## config.mk

```make
export PLATFORM = sky130hd
export DESIGN_NAME = lm80c_mem_wr_arbiter
export DESIGN_NICKNAME = d
export VERILOG_FILES = /design/src/rtl/lm80c_mem_wr_arbiter.sv
export SDC_FILE = /design/constraint.sdc
export NUM_CORES = 1
export LEC_CHECK = 0
export BUFFER_PORTS_ARGS = -buffer_cell sky130_fd_sc_hd__buf_4
export CAP_MARGIN = 10
export CORE_MARGIN = 2
export CORE_UTILIZATION = 30
export DETAILED_ROUTE_END_ITERATION = 10
export GPL_ROUTABILITY_DRIVEN = 0
export MAX_ROUTING_LAYER = met4
export PLACE_DENSITY = 0.5
export SLEW_MARGIN = 40
export SYNTH_ARGS = -nofsm -noshare
export SYNTH_HDL_FRONTEND = slang
export SYNTH_SLANG_ARGS = --single-unit
```

## constraint.sdc

```tcl
create_clock -name clk -period 2 [get_ports clk]
set_input_delay 0.1 -clock clk [delete_from_list [all_inputs] [get_ports clk]]
set_output_delay 0.1 -clock clk [all_outputs]
set_load 0.03 [all_outputs]
```

## src/rtl/lm80c_mem_wr_arbiter.sv

```systemverilog
// rtl/lm80c_mem_wr_arbiter.sv - write-port arbiter for the ROM/RAM DPRAMs
//
// Purpose: the only writer of the 32 KB ROM and 64 KB RAM DPRAMs. The downloader,
// the eraser and the Z80 each own a one-deep pending slot. A fixed priority
// (dl > er > cpu) picks one slot per cycle. An aging counter forces a CPU
// grant after CPU_MAX_WAIT pass-overs. The grant is decoded into a registered
// ROM or RAM write.
//
// Ports:
//   clk, reset                 system clock, synchronous active-high reset
//   dl_wr/dl_addr/dl_data      downloader byte write (25-bit space)
//   er_wr/er_addr/er_data      eraser byte write (25-bit space)
//   cpu_wr/cpu_addr/cpu_data   Z80 byte write (16-bit space)
//   rom_enabled                1 = ROM mapped at 0000-7FFF, CPU writes there are blocked
//   cpu_busy                   CPU slot occupied
//   rom_wr/rom_addr/rom_data   registered ROM write port
//   ram_wr/ram_addr/ram_data   registered RAM write port
//   ovf                        sticky {cpu,er,dl}: request lost to a full slot
//   dec_err                    sticky: dl/er address decoded to neither memory

module lm80c_mem_wr_arbiter #(
   parameter int CPU_MAX_WAIT = 8
) (
   input  logic        clk,
   input  logic        reset,
   input  logic        dl_wr,
   input  logic [24:0] dl_addr,
   input  logic [7:0]  dl_data,
   input  logic        er_wr,
   input  logic [24:0] er_addr,
   input  logic [7:0]  er_data,
   input  logic        cpu_wr,
   input  logic [15:0] cpu_addr,
   input  logic [7:0]  cpu_data,
   input  logic        rom_enabled,
   output logic        cpu_busy,
   output logic        rom_wr,
   output logic [14:0] rom_addr,
   output logic [7:0]  rom_data,
   output logic        ram_wr,
   output logic [15:0] ram_addr,
   output logic [7:0]  ram_data,
   output logic [2:0]  ovf,
   output logic        dec_err
);

   localparam int AW = (CPU_MAX_WAIT < 1) ? 1 : $clog2(CPU_MAX_WAIT + 1);
   localparam logic [AW-1:0] AGE_MAX = AW'(CPU_MAX_WAIT);

   // pending slots
   logic        dl_v_q, er_v_q, cpu_v_q;
   logic [24:0] dl_addr_q, er_addr_q;
   logic [15:0] cpu_addr_q;
   logic [7:0]  dl_data_q, er_data_q, cpu_data_q;
   logic [AW-1:0] age_q;
   logic [2:0]  ovf_q;
   logic        dec_err_q;

   // grant and decode
   logic        cpu_force;
   logic        gnt_dl, gnt_er, gnt_cpu, gnt_ext;
   logic [24:0] sel_addr;
   logic [7:0]  sel_data;
   logic        ext_rom, ext_ram;
   logic        nxt_rom_wr, nxt_ram_wr, nxt_dec_err;
   logic [15:0] nxt_ram_addr;
   logic [7:0]  nxt_ram_data;

   always_comb begin
      cpu_force = 1'b0;
      if (CPU_MAX_WAIT != 0)
         cpu_force = cpu_v_q && (age_q == AGE_MAX);
      gnt_dl  = dl_v_q && !cpu_force;
      gnt_er  = er_v_q && !dl_v_q && !cpu_force;
      gnt_cpu = cpu_v_q && (cpu_force || (!dl_v_q && !er_v_q));
      gnt_ext = gnt_dl || gnt_er;
   end

   always_comb begin
      sel_addr = gnt_dl ? dl_addr_q : er_addr_q;
      sel_data = gnt_dl ? dl_data_q : er_data_q;
      ext_rom  = sel_addr < 25'h0008000;
      ext_ram  = sel_addr[24:16] == 9'd1;

      nxt_rom_wr  = gnt_ext && ext_rom;
      // CPU writes into the mapped ROM window are silently discarded
      nxt_ram_wr  = (gnt_ext && ext_ram) ||
                    (gnt_cpu && !(rom_enabled && !cpu_addr_q[15]));
      nxt_dec_err = gnt_ext && !ext_rom && !ext_ram;

      nxt_ram_addr = gnt_cpu ? cpu_addr_q : sel_addr[15:0];
      nxt_ram_data = gnt_cpu ? cpu_data_q : sel_data;
   end

   // Slot capture. A strobe may refill a slot in the same cycle it is granted.
   // A strobe that hits a slot still waiting is dropped and flagged.
   always_ff @(posedge clk) begin
      if (reset) begin
         dl_v_q     <= 1'b0;
         er_v_q     <= 1'b0;
         cpu_v_q    <= 1'b0;
         dl_addr_q  <= '0;
         er_addr_q  <= '0;
         cpu_addr_q <= '0;
         dl_data_q  <= '0;
         er_data_q  <= '0;
         cpu_data_q <= '0;
         ovf_q      <= '0;
      end else begin
         if (dl_wr) begin
            if (!dl_v_q || gnt_dl) begin
               dl_v_q    <= 1'b1;
               dl_addr_q <= dl_addr;
               dl_data_q <= dl_data;
            end else begin
               ovf_q[0] <= 1'b1;
            end
         end else if (gnt_dl) begin
            dl_v_q <= 1'b0;
         end

         if (er_wr) begin
            if (!er_v_q || gnt_er) begin
               er_v_q    <= 1'b1;
               er_addr_q <= er_addr;
               er_data_q <= er_data;
            end else begin
               ovf_q[1] <= 1'b1;
            end
         end else if (gnt_er) begin
            er_v_q <= 1'b0;
         end

         if (cpu_wr) begin
            if (!cpu_v_q || gnt_cpu) begin
               cpu_v_q    <= 1'b1;
               cpu_addr_q <= cpu_addr;
               cpu_data_q <= cpu_data;
            end else begin
               ovf_q[2] <= 1'b1;
            end
         end else if (gnt_cpu) begin
            cpu_v_q <= 1'b0;
         end
      end
   end

   // CPU aging: counts pass-overs while the CPU waits, saturating at the limit
   always_ff @(posedge clk) begin
      if (reset)
         age_q <= '0;
      else if (gnt_cpu)
         age_q <= '0;
      else if (cpu_v_q && (age_q != AGE_MAX))
         age_q <= age_q + AW'(1);
   end

   // Registered write port. Address/data only move when a write is issued.
   always_ff @(posedge clk) begin
      if (reset) begin
         rom_wr    <= 1'b0;
         rom_addr  <= '0;
         rom_data  <= '0;
         ram_wr    <= 1'b0;
         ram_addr  <= '0;
         ram_data  <= '0;
         dec_err_q <= 1'b0;
      end else begin
         rom_wr <= nxt_rom_wr;
         ram_wr <= nxt_ram_wr;
         if (nxt_rom_wr) begin
            rom_addr <= sel_addr[14:0];
            rom_data <= sel_data;
         end
         if (nxt_ram_wr) begin
            ram_addr <= nxt_ram_addr;
            ram_data <= nxt_ram_data;
         end
         if (nxt_dec_err)
            dec_err_q <= 1'b1;
      end
   end

   assign cpu_busy = cpu_v_q;
   assign ovf      = ovf_q;
   assign dec_err  = dec_err_q;

endmodule
```

==> results.py <==
metrics = {
    "run_status": {
        "status": "complete, but fails checks",
        "violations": "setup timing",
    },
    "clock_tree": {
        "clkTransAtPathRegs_ns": 0.06,
        "cts_buffer_depth": 2,
        "ctsRootBufferMaster": "clkbuf_16",
        "cts_tree": "built",
        "clock_latency_ns": 0.42,
        "clock_sinks": 150,
        "cts_max_level": 4,
        "numCtsBuffers": 17,
    },
    "setup_path": {
        "r2r-start": "er_addr_q[24]",
        "r2r_end": "rom_data[7]",
        "cp_slowest_cell": "or4_4",
        "worst-r2r-cell-count": 5,
        "max_stage_delay_ns": 0.54,
        "crit_start": "er_addr_q[24]",
        "cp.depth": 5,
        "path_cells": "or4_4, a211o_1, a211o_4, clkbuf_16, mux2i_1",
        "worstSetupEndpoint": "rom_data[7]",
        "path_max_fanout": 6,
        "worstSetupPathType": "reg2reg",
        "cp_top_family": "compound AO/OA/AOI/OAI gates",
        "crit_path_end_kind": "flip-flop",
        "crit_buf_inv": 1,
        "cp.required_ns": 2.30,
        "startpoint_type": "flip-flop",
        "cp.arrival_ns": 2.30,
        "regToRegSetupSlack_ns": -0.005,
    },
    "floorplan": {
        "ioPinCount": 150,
        "die_w_um": 151,
        "dieHeight_um": 151,
        "die_area_sq_mm": 0.0228,
        "core_sq_mm": 0.0211,
        "row_count": 53,
        "initial_utilization_pct": 30.7,
    },
    "timing": {
        "setup_viol": 3,
        "worst_pin_slew_ns": 0.486,
        "timing.fmax_mhz": 499,
        "drv_slew": 0,
        "hold_viol_final": 0,
        "clock-skew-final_ns": 0.00786,
        "min_period_ns": 2.01,
        "grt_setup_unrepaired": "yes",
        "worst_slack_ns": -0.00544,
        "timing.final.crit_share_pct": 100,
        "max_slew_margin_pct": 67.6,
    },
    "logic_synthesis": {
        "synth_seq_area_share_pct": 46.4,
        "yosysWarnings": 0,
        "post_synth_num_cell_types": 45,
        "syn_area_per_cell_sq_um": 8.69,
        "syn_area_sq_mm": 0.00647,
        "synth_area_leaders": "dfxtp_1 46%, mux2i_1 11%, nand2_1 6.8%, a21oi_1 5.6%, o21ai_0 4.3%",
        "yosys.area.top_type_share_pct": 46.4,
        "synth_top_area_cell": "dfxtp_1",
        "syn-instance-count": 744,
        "syn_nets": 842,
        "synth_seq_cells": 150,
    },
    "power_and_ir_drop": {
        "ir_drop_v": 0.000530,
        "power_density_mw_per_mm2": 766,
        "leakagePower_nw": 4.39,
        "finalPower_mw": 7.56,
    },
    "global_routing": {
        "antenna_found_initial": 0,
        "grt_start_max_net_pins": 104,
        "grt_overflow": 0,
        "grt_pass1_vias": 5881,
        "grtUsageTotal_pct": 19.1,
        "grt_pass1_wl_mm": 32.3,
    },
    "placement": {
        "io_buffers": 149,
        "place_inst": 1138,
        "post-dp-hpwl_mm": 14.1,
    },
    "final_layout": {
        "final_common_cell": "buf_4",
        "syn_to_final_growth_pct": 52.6,
        "layout.cells.non_filler": 1272,
        "mostFrequentLayoutCells": "178 x buf_4, 147 x dfxtp_1, 118 x nand2_1",
        "drive_gt1_share_pct": 25.3,
        "antennaDiodeCount": 0,
        "fin_nets": 1083,
    },
    "min_path": {
        "hp-class": "in2reg",
    },
    "routing": {
        "route.detailed.drc": 0,
        "wl_per_cell_um": 16.9,
        "viasPerCell": 4.83,
        "dr.pass1.iters": 4,
        "ant_nets": 0,
        "drt_iter0_markers": 322,
        "wl_mm": 21.5,
        "vias": 6149,
    },
    "run": {
        "maxCapViolCount": 0,
    },
}
per-stage QoR:
step                      TNS [ns]  hold WS, ns  util, %  setup slack, ns  area, sq um
final                     -0.00878        0.137     46.8         -0.00544         9870
after global routing         -1.05        0.136     46.8          -0.0564         9870
after CTS                        0        0.116     46.0           0.0216         9700
after detailed placement     -1.30        0.343     38.4          -0.0785         8100
after global placement      -0.506        0.339     38.4          -0.0369         8100
after floorplan                  0        0.217        -           0.0170         6480
layer usage:
layer / GRT usage (%) / share of wire, % / vias to the layer above
met2: 29.1 / 47 / 117
li1: - / - / 3116
met4: 5.98 / 1.3 / 0
met1: 26.3 / 48 / 2897
met5: - / 0 / -
met3: 2.92 / 3.2 / 19
flip-flops by register name, summed over array words and instances, names as in the netlist, 3 cells and up:
name / count
dl_addr_q: 25
er_addr_q: 25
cpu_addr_q: 16
ram_addr: 16
rom_addr: 15
cpu_data_q: 8
dl_data_q: 8
er_data_q: 8
ram_data: 8
rom_data: 8
age_q: 4
ovf: 3
power by group:
part | switching (mW) | internal [mW] | leakage, nW | total, mW
sequential | 0.0977 | 3.13 | 1.23 | 3.23
combinational | 0.545 | 0.609 | 2.87 | 1.15
clock | 1.22 | 1.95 | 0.288 | 3.17
worst min-delay path, stage by stage:
cell and delay (ns):
buf_4 0.24, nand3_1 0.11, a21oi_1 0.06
logic make-up after synthesis:
logic type	Yosys count	share of synthesized area (%)
AOI/OAI and AO/OA	211	20.2
muxes	72	11.1
buffers and inverters	74	5.20
xor gates and xnor gates	3	0.406
adders and majority gates	2	0.387
DFF	150	46.4
and+or+nand+nor	232	16.3
what timing repair did:
item	in CTS	in global routing
cloned	1	5
resized for setup	10	17
pin swaps	1	3
buffers inserted	5	0
setup endpoints to repair	25	47
hold buffers	92	0
hold endpoints to repair	94	0
area by class of cell:
class / instances / area [sq um]
Clock buffer: 22 / 484
Clock inverter: 9 / 100
Multi-Input combinational cell: 520 / 3250
Inverter: 6 / 22.5
Sequential cell: 150 / 3010
Fill cell: 2090 / 11200
Tap cell: 275 / 344
Timing Repair Buffer: 290 / 2660
worst min-delay path by stage:
stage / from / to / slack [ns] / depth (start not counted)
6_report: er_wr / er_addr_q[14] / 0.14 / 3
5_1_grt: er_wr / er_addr_q[19] / 0.14 / 3
4_1_cts: er_wr / er_addr_q[15] / 0.12 / 3
3_5_place_dp: cpu_addr[6] / cpu_addr_q[6] / 0.34 / 3
3_3_place_gp: cpu_addr[15] / cpu_addr_q[15] / 0.34 / 3
2_1_floorplan: dl_wr / dl_v_q / 0.22 / 2
synthesized netlist by cell type, drive strengths merged:
cell type	instances
clkbuf	55
xnor2	1
ha	2
buf	13
nand3b	2
a41o	1
a21oi	73
and2	1
nand2b	1
a21boi	26
inv	6
nand4b	1
nor3	3
xor2	2
nor4	4
a211o	3
nand4	2
mux2i	72
and4	1
or3b	1
a41oi	1
and4b	1
dfxtp	150
nand3	36
or2	1
nand2	118
a21o	22
o311ai	22
and3	22
or4	2
o21ai	58
a31oi	2
nor4b	2
a211oi	1
nor2b	2
o221ai	2
nor2	32
Power figures use the tool's default switching activity.
